$ cat src/rtl/usb_redir_tx_fifo.sv
// Byte FIFO from a core-side transmitter to the SPI user_io block.
// The user_io ack (strobe_out) is asynchronous and is edge-detected after a synchroniser.
module usb_redir_tx_fifo #(
    parameter int DEPTH_LOG2 = 4
) (
    input  logic                  clk,
    input  logic                  reset_n,
    input  logic                  wr_strobe,
    input  logic [7:0]            wr_data,
    output logic                  full,
    output logic                  overflow,
    input  logic                  overflow_clr,
    output logic [DEPTH_LOG2:0]   level,
    output logic [7:0]            data_out,
    output logic                  data_out_available,
    input  logic                  strobe_out
);

    localparam int DEPTH = 2 ** DEPTH_LOG2;
    localparam logic [DEPTH_LOG2:0] LEVEL_FULL = {1'b1, {DEPTH_LOG2{1'b0}}};
    localparam logic [DEPTH_LOG2:0] LEVEL_ONE  = {{DEPTH_LOG2{1'b0}}, 1'b1};

    typedef logic [DEPTH_LOG2-1:0] ptr_t;

    logic [7:0]          r_mem [DEPTH];
    ptr_t                r_wr_ptr;
    ptr_t                r_rd_ptr;
    logic [DEPTH_LOG2:0] r_level;
    logic                r_full;
    logic                r_avail;
    logic                r_overflow;
    logic [7:0]          r_data_out;
    logic                r_s1;
    logic                r_s2;
    logic                r_s3;

    logic                w_pop_req;
    logic                w_push;
    logic                w_pop;
    ptr_t                w_rd_ptr_inc;
    logic [DEPTH_LOG2:0] w_level_nxt;

    // Rising edge of the synchronised ack; the chain resets high so a strobe
    // already asserted at reset release never looks like an edge.
    assign w_pop_req    = r_s2 & ~r_s3;
    assign w_push       = wr_strobe & ~r_full;
    assign w_pop        = w_pop_req & r_avail;
    assign w_rd_ptr_inc = r_rd_ptr + 1'b1;

    // NOTE: every variable assigned in always_comb gets a default first, so no latch is inferred.
    always_comb begin
        w_level_nxt = r_level;
        case ({w_push, w_pop})
            2'b10:   w_level_nxt = r_level + 1'b1;
            2'b01:   w_level_nxt = r_level - 1'b1;
            default: w_level_nxt = r_level;
        endcase
    end

    // NOTE: sequential state uses non-blocking assignments so every register samples pre-edge values.
    always_ff @(posedge clk) begin
        if (!reset_n) begin
            r_s1 <= 1'b1;
            r_s2 <= 1'b1;
            r_s3 <= 1'b1;
        end else begin
            r_s1 <= strobe_out;
            r_s2 <= r_s1;
            r_s3 <= r_s2;
        end
    end

    // NOTE: the storage array is deliberately not reset; pointers and level define validity.
    always_ff @(posedge clk) begin
        if (w_push) begin
            r_mem[r_wr_ptr] <= wr_data;
        end
    end

    always_ff @(posedge clk) begin
        if (!reset_n) begin
            r_wr_ptr   <= '0;
            r_rd_ptr   <= '0;
            r_level    <= '0;
            r_full     <= 1'b0;
            r_avail    <= 1'b0;
            r_overflow <= 1'b0;
            r_data_out <= 8'h00;
        end else begin
            if (w_push) begin
                r_wr_ptr <= r_wr_ptr + 1'b1;
            end
            if (w_pop) begin
                r_rd_ptr <= w_rd_ptr_inc;
            end

            r_level <= w_level_nxt;
            r_full  <= (w_level_nxt == LEVEL_FULL);
            r_avail <= (w_level_nxt != '0);

            if (wr_strobe && r_full) begin
                r_overflow <= 1'b1;
            end else if (overflow_clr) begin
                r_overflow <= 1'b0;
            end

            // Head changes only on a pop or a push into an empty FIFO; with one entry
            // left, a concurrent push becomes the new head before it reaches memory.
            if (w_push && !r_avail) begin
                r_data_out <= wr_data;
            end else if (w_pop && r_level != LEVEL_ONE) begin
                r_data_out <= r_mem[w_rd_ptr_inc];
            end else if (w_pop && w_push) begin
                r_data_out <= wr_data;
            end
        end
    end

    assign full               = r_full;
    assign overflow           = r_overflow;
    assign level              = r_level;
    assign data_out           = r_data_out;
    assign data_out_available = r_avail;

endmodule

$ cat config.mk
export PLATFORM = sky130hd
export DESIGN_NAME = usb_redir_tx_fifo
export DESIGN_NICKNAME = d
export VERILOG_FILES = /design/src/rtl/usb_redir_tx_fifo.sv
export SDC_FILE = /design/constraint.sdc
export NUM_CORES = 1
export LEC_CHECK = 0
export ABC_AREA = 1
export CAP_MARGIN = 0
export CORE_UTILIZATION = 30
export CTS_BUF_LIST = sky130_fd_sc_hd__clkbuf_16
export DETAILED_ROUTE_END_ITERATION = 16
export RECOVER_POWER = 25
export SLEW_MARGIN = 15
export SYNTH_ARGS = -nofsm -noshare
export SYNTH_HDL_FRONTEND = slang
export SYNTH_SLANG_ARGS = --single-unit
$ cat constraint.sdc
create_clock -name clk -period 2.5 [get_ports clk]
set_clock_uncertainty 0.2 [all_clocks]
set_input_delay 0.25 -clock clk [delete_from_list [all_inputs] [get_ports clk]]
set_output_delay 0.25 -clock clk [all_outputs]
set_load 0.02 [all_outputs]
Word-level counts from Yosys, hierarchy flattened. Memory sizes are Yosys's and may differ from the RTL's. Cells that the tools add are included.

Add/subtract/negate cells: 4. Multiply operators: 0. Divide/modulo/power cells: 0. Order comparisons: 0. Eq/ne operators: 4. Shift-type cells: 0. Multiplexer cells: 8. Bitwise logic cells: 5. Reduce and logical (&&, ||, !) cells: 8.

Operators by type and width (count): 2-to-1 mux 8 bit (3); one-hot mux 5 bit (2 select lines) (1); adder 4 x 1 -> 4 bit (second input constant) (2); adder 5 x 1 -> 5 bit (second input constant) (1); equality test 5 bit (second input constant) (1); != test 5 x 1 -> 1 bit (second input constant) (1); nonzero test 5 bit (1); subtractor 5 x 1 -> 5 bit (second input constant) (1); logical AND 1 bit (4); 2-to-1 mux 1 bit (4); bitwise AND 1 bit (3); nonzero test 3 bit (1); equality test 2 x 1 -> 1 bit (second input constant) (1); equality test 2 bit (second input constant) (1); NOT 1 bit (2); nonzero test 2 bit (1); logical NOT 1 bit (1).

Register bits: 27. Bits in latches: 0. RAM bits: 128. Bits in read-only memories: 0. Input port bits: 13. Output and inout bits: 16. Word-level logic and storage cells: 40. Memories: 1.

Memory list: r_mem (words 16, width 8, read ports 1, clocked after Yosys merged registers in 0, write ports 1, line 25) `logic [7:0] r_mem [DEPTH];`.

Logic depth before layout (Yosys ltp).
Depth in word-level cells: 7. Mapped depth: 12. Depth with buffers taken out: 12.

Worst setup path before layout. OpenSTA, ideal clock, no wires.

Path type: flip-flop to flip-flop. From: register r_avail, in the netlist data_out_available. To: register r_avail, in the netlist data_out_available. Setup time: 0.114 ns. Arrival: 1.632 ns. Required time: 2.186 ns. Setup slack: 0.554 ns. Stages on the path, launching flop included: 11. Buffers on the path: 0. Clock period less this slack: 1.946 ns. Path through: dfxtp_1 -> nand3b_4 -> inv_1 -> ha_1 -> a21oi_1 -> o21ai_0 -> o21ai_0 -> nand2_1 -> nand3b_1 -> nand2_1 -> nand2_1.

Cells in the longest elaborated chain, start to end: 4. Elaborated cells between the ends (all ways): 5. Those cells by class: eq/ne: 2; mux: 1; bitwise: 1; reduce/logical: 1.

Ends and longest elaborated chain: start: declaration (line 30) `logic r_avail;`; start signal: assignment (line 99) `r_avail <= (w_level_nxt != '0);`; bitwise AND 1 bit (*) (line 47) `assign w_pop = w_pop_req & r_avail;`; named net w_pop (line 39) `logic w_pop;`; equality test 2 x 1 -> 1 bit or equality test 2 bit (tied branches) (line 53) `case ({w_push, w_pop})`; one-hot mux 5 bit (2 select lines) (*) (line 53); nonzero test 5 bit (*) (line 99).

Mark *: on every way through the listed nets, which the timed path passes. The rest lies on a longest branch. A chain may end at the register's enable or synchronous reset.

Final worst setup path.
From: register r_rd_ptr[0]. To: register r_data_out[0], in the netlist data_out[0].

Cells in the longest elaborated chain, start to end: 4.

Ends and longest elaborated chain: start: declaration (line 27) `ptr_t r_rd_ptr;`; start signal: assignment (line 94) `r_rd_ptr <= w_rd_ptr_inc;`; adder 4 x 1 -> 4 bit (line 48) `assign w_rd_ptr_inc = r_rd_ptr + 1'b1;`; memory (16 x 8 bit); 2-to-1 mux 8 bit (line 111) `end else if (w_pop && r_level != LEVEL_ONE) begin`; 2-to-1 mux 8 bit (line 109) `if (w_push && !r_avail) begin`; end signal: assignment (line 110) `r_data_out <= wr_data;`; end signal: assignment (line 112) `r_data_out <= r_mem[w_rd_ptr_inc];`; end signal: assignment (line 114) `r_data_out <= wr_data;`; end: declaration (line 32) `logic [7:0] r_data_out;`.

Every way passes these cells.

==> summary.md <==
| Metric | Value |
|---|---|
| Worst Setup Slack, final | `roughly 0.28 ns` |
| VDD IR max | `between 0.5 and 0.6 mV` |
| Initial Utilization | `0.306` |
| Drt drc | `0` |
| Largest net degree at the start of global routing | `50` |
| Fmax | `around 450 MHz` |
| Most instantiated cells after synthesis | `nand2_1 (224), edfxtp_1 (128), nand3_1 (98)` |
| Min-Delay Path Class | `in -> reg` |
| Crit path arrival time | `2.38 ns` |
| Core Box Area | `between 0.02 and 0.025 sq mm` |
| Sw Share | `0.238` |
| Power, Total | `5.73 mW` |
| RSZ-0062 raised after global routing | `no` |
| Cell area after synthesis | `0.00690 sq mm` |
| Max transition margin | `0.376` |
| Postcts setup bufs | `0` |
| Vias per inst | `4.48` |
| Rows | `between 50 and 60` |
| Max-slew violations | `0` |
| 1st-pass router iterations | `4` |
| Post-Syn Instances | `695` |
| Area grow syn2layout | `19.2%` |
| Synth warnings | `0` |
| Startpoint type of the worst setup path | `flip-flop` |
| Via count | `approximately 4700` |
| Setup TNS | `0 ns` |
| Reg2reg path depth | `10` |
| HPWL after DPL | `10600 microns` |
| Die width | `approximately 150 microns` |
| Unique masters post-synth | `33` |
| Pre-CTS setup slack | `roughly 0.19 ns` |
| Worst-Margin Slew | `0.936 ns` |
| CP Data Required Time | `between 2 and 3 ns` |
| Max-cap violations | `0` |
| Status | `finished clean` |
| Kind of critical path | `reg -> reg` |
| Period utilization | `0.889` |
| Combinational Power Share | `0.067` |
| WL final | `16400 microns` |
| Sw Pwr | `1.36 mW` |
| Inserted Diodes | `0` |
| CP Capture Point | `data_out[0]` |
| Worst-path clk slew | `0.07 ns` |
| Io pins | `29` |
| Post-route ant nets | `0` |
| Antenna violations before repair | `0` |
| Clk pwr share | `0.431` |
| Final hold slack | `roughly 0.21 ns` |
| Yosys reg bits | `155` |
| Routability Congestion | `0.880` |
| Yosys top cell area share | `0.557` |
| Fraction of registers with async set/reset | `0` |
| Post-cts hold buffer count | `0` |
| Inserted Clock Buffers | `17` |
| Routed WL per cell | `approximately 16 microns` |
| Clock Latency Late Sink | `0.42 ns` |
| Reg-to-Reg Start | `r_rd_ptr[0]` |
| Syn nets | `719` |
| Mux contribution to synthesized area | `0.00145` |
| Top_reg_cell synth | `edfxtp_1` |
| Dominant cell by count in the synthesized netlist | `nand2_1` |
| Adder-Cell Fraction of Synth Area | `0.0199` |
| CTS tree | `done` |
| Seq pwr share | `0.502` |
| CTS sink cnt | `roughly 160` |
| Leak | `~3.4 nW` |
| CP endpoint kind | `flip-flop` |
| Sequential share of the synthesized area | `0.635` |
| Internal power | `between 4 and 5 mW` |
| Final Non-Filler Cells | `1049` |
| Die footprint | `0.0236 sq mm` |
| Min Clock Period, post-route | `2.22 ns` |
| Share of cells above drive strength 1 | `0.115` |
| Resized Gates After CTS | `0` |
| Remaining Overflow, GRT | `0` |
| Dpl cells | `around 1000` |
| Port buffer count | `28` |
| Power Density | `approximately 700 mW/mm^2` |
| # H-tree levels | `4` |
| CTS max path bufs | `2` |
| Compound-Gate Fraction of Synth Area | `0.0366` |
| Fill count | `between 2000 and 2500` |
| Fin. Hold Viols | `0` |
| Iter 0 DRT Violations | `approximately 400` |
| Layout Nets | `approximately 780` |
| Synth Area in XOR/XNOR | `0.0112` |
| Reg2reg end | `data_out[0]` |
| Flop2flop setup slack | `0.28 ns` |
| Setup violators final | `0` |
| Synth area leader | `edfxtp_1` |
| Setup crit start | `r_rd_ptr[0]` |
| Main combinational cell family by area after synthesis | `simple AND/OR/NAND/NOR gates` |
| Clock root cell | `clkbuf_16` |
| Syn avg cell area | `9.93 sq um` |
| Post-synthesis simple-gate area fraction | `0.227` |
| Synth top area cells | `edfxtp_1 (56%), nand2_1 (12%), dfxtp_1 (7.8%)` |
| Number of synthesized flops with an enable pin | `roughly 130` |
| Vias in the first global route | `4578` |
| Chip Height | `154 microns` |
| CP max FO | `44` |
| First-pass GRT wire length | `26100 microns` |
| GRT Util Overall | `0.149` |
==> cell usage in the layout, fill, tap and decap left out, drive strengths merged <==
cell type        n
a21oi           21
a31oi            1
buf             31
bufinv           1
clkbuf          23
clkdlybuf4s50   22
clkinv           5
clkinvlp         3
dfxtp           27
dlygate4sd3      6
edfxtp         128
ha              11
inv             92
mux2i            1
nand2          224
nand3           99
nand3b           2
nand4            1
nor2            28
nor3             1
nor4             1
o21ai           20
o21bai           1
or2             10
xnor2            1
xor2             4
==> state kept, by name (all words and copies together), names as in the netlist <==
signal / flops
r_mem: 128
data_out: 8
level: 5
r_rd_ptr: 4
r_wr_ptr: 4
data_out_available: 1
full: 1
overflow: 1
r_s1: 1
r_s2: 1
r_s3: 1
==> final cells by class <==
class | count | area, sq um | share of cell area
sequential | 155 | 4390 | 0.533
multi-input combinational | 426 | 2040 | 0.249
timing repair buffer | 65 | 548 | 0.0666
clock buffer | 17 | 425 | 0.0517
tap | 285 | 357 | 0.0434
inverter | 86 | 323 | 0.0393
clock inverter | 15 | 140 | 0.0170
==> critical path: stages, from the launching register on <==
cell,delay (ns)
dfxtp_2,0.33
buf_4,0.45
buf_4,0.37
nand2_1,0.08
nand2_1,0.08
nand2_1,0.05
nand3_1,0.12
nand3_1,0.14
nand3_1,0.10
nand2_1,0.09
a21oi_2,0.11
==> layer usage <==
layer | up-vias | global-route usage | routed length (microns)
met5 | - | 0 | 0
met4 | 0 | 0.0786 | 430
met3 | 24 | 0.0248 | 793
met2 | 116 | 0.234 | 7590
met1 | 2173 | 0.197 | 7560
li1 | 2391 | - | -
==> power groups by stage <==
stage,Sequential [mW],Combinational [mW],Clock [mW]
after detailed placement,2.93,0.392,0
after global placement,2.93,0.388,0
after global routing,2.88,0.423,2.60
final,2.88,0.384,2.47
after CTS,2.88,0.394,2.49
after floorplan,2.95,0.189,0
==> worst min-delay path by stage <==
stage          startpoint           to  slack, ns  cells after the start
2_1_floorplan  wr_data[0]  r_mem[0][0]       0.15                      0
3_3_place_gp         r_s1         r_s2       0.20                      1
3_5_place_dp         r_s1         r_s2       0.21                      1
4_1_cts        strobe_out         r_s1       0.20                      2
5_1_grt        strobe_out         r_s1       0.19                      2
6_report       strobe_out         r_s1       0.21                      2
==> per-stage QoR <==
step           utilization  area, sq um
2_1_floorplan            -         6900
3_3_place_gp         0.340         7680
3_5_place_dp         0.340         7680
4_1_cts              0.365         8250
5_1_grt              0.364         8220
6_report             0.364         8220
==> cell families after synthesis <==
kind of cell,count (synthesis)
DFF,155
adders and majority gates,11
buffers and inverters,114
xor gates and xnor gates,5
muxes,1
AOI/OAI and AO/OA,43
and+or+nand+nor,366
(Power assumes the default switching activity.)
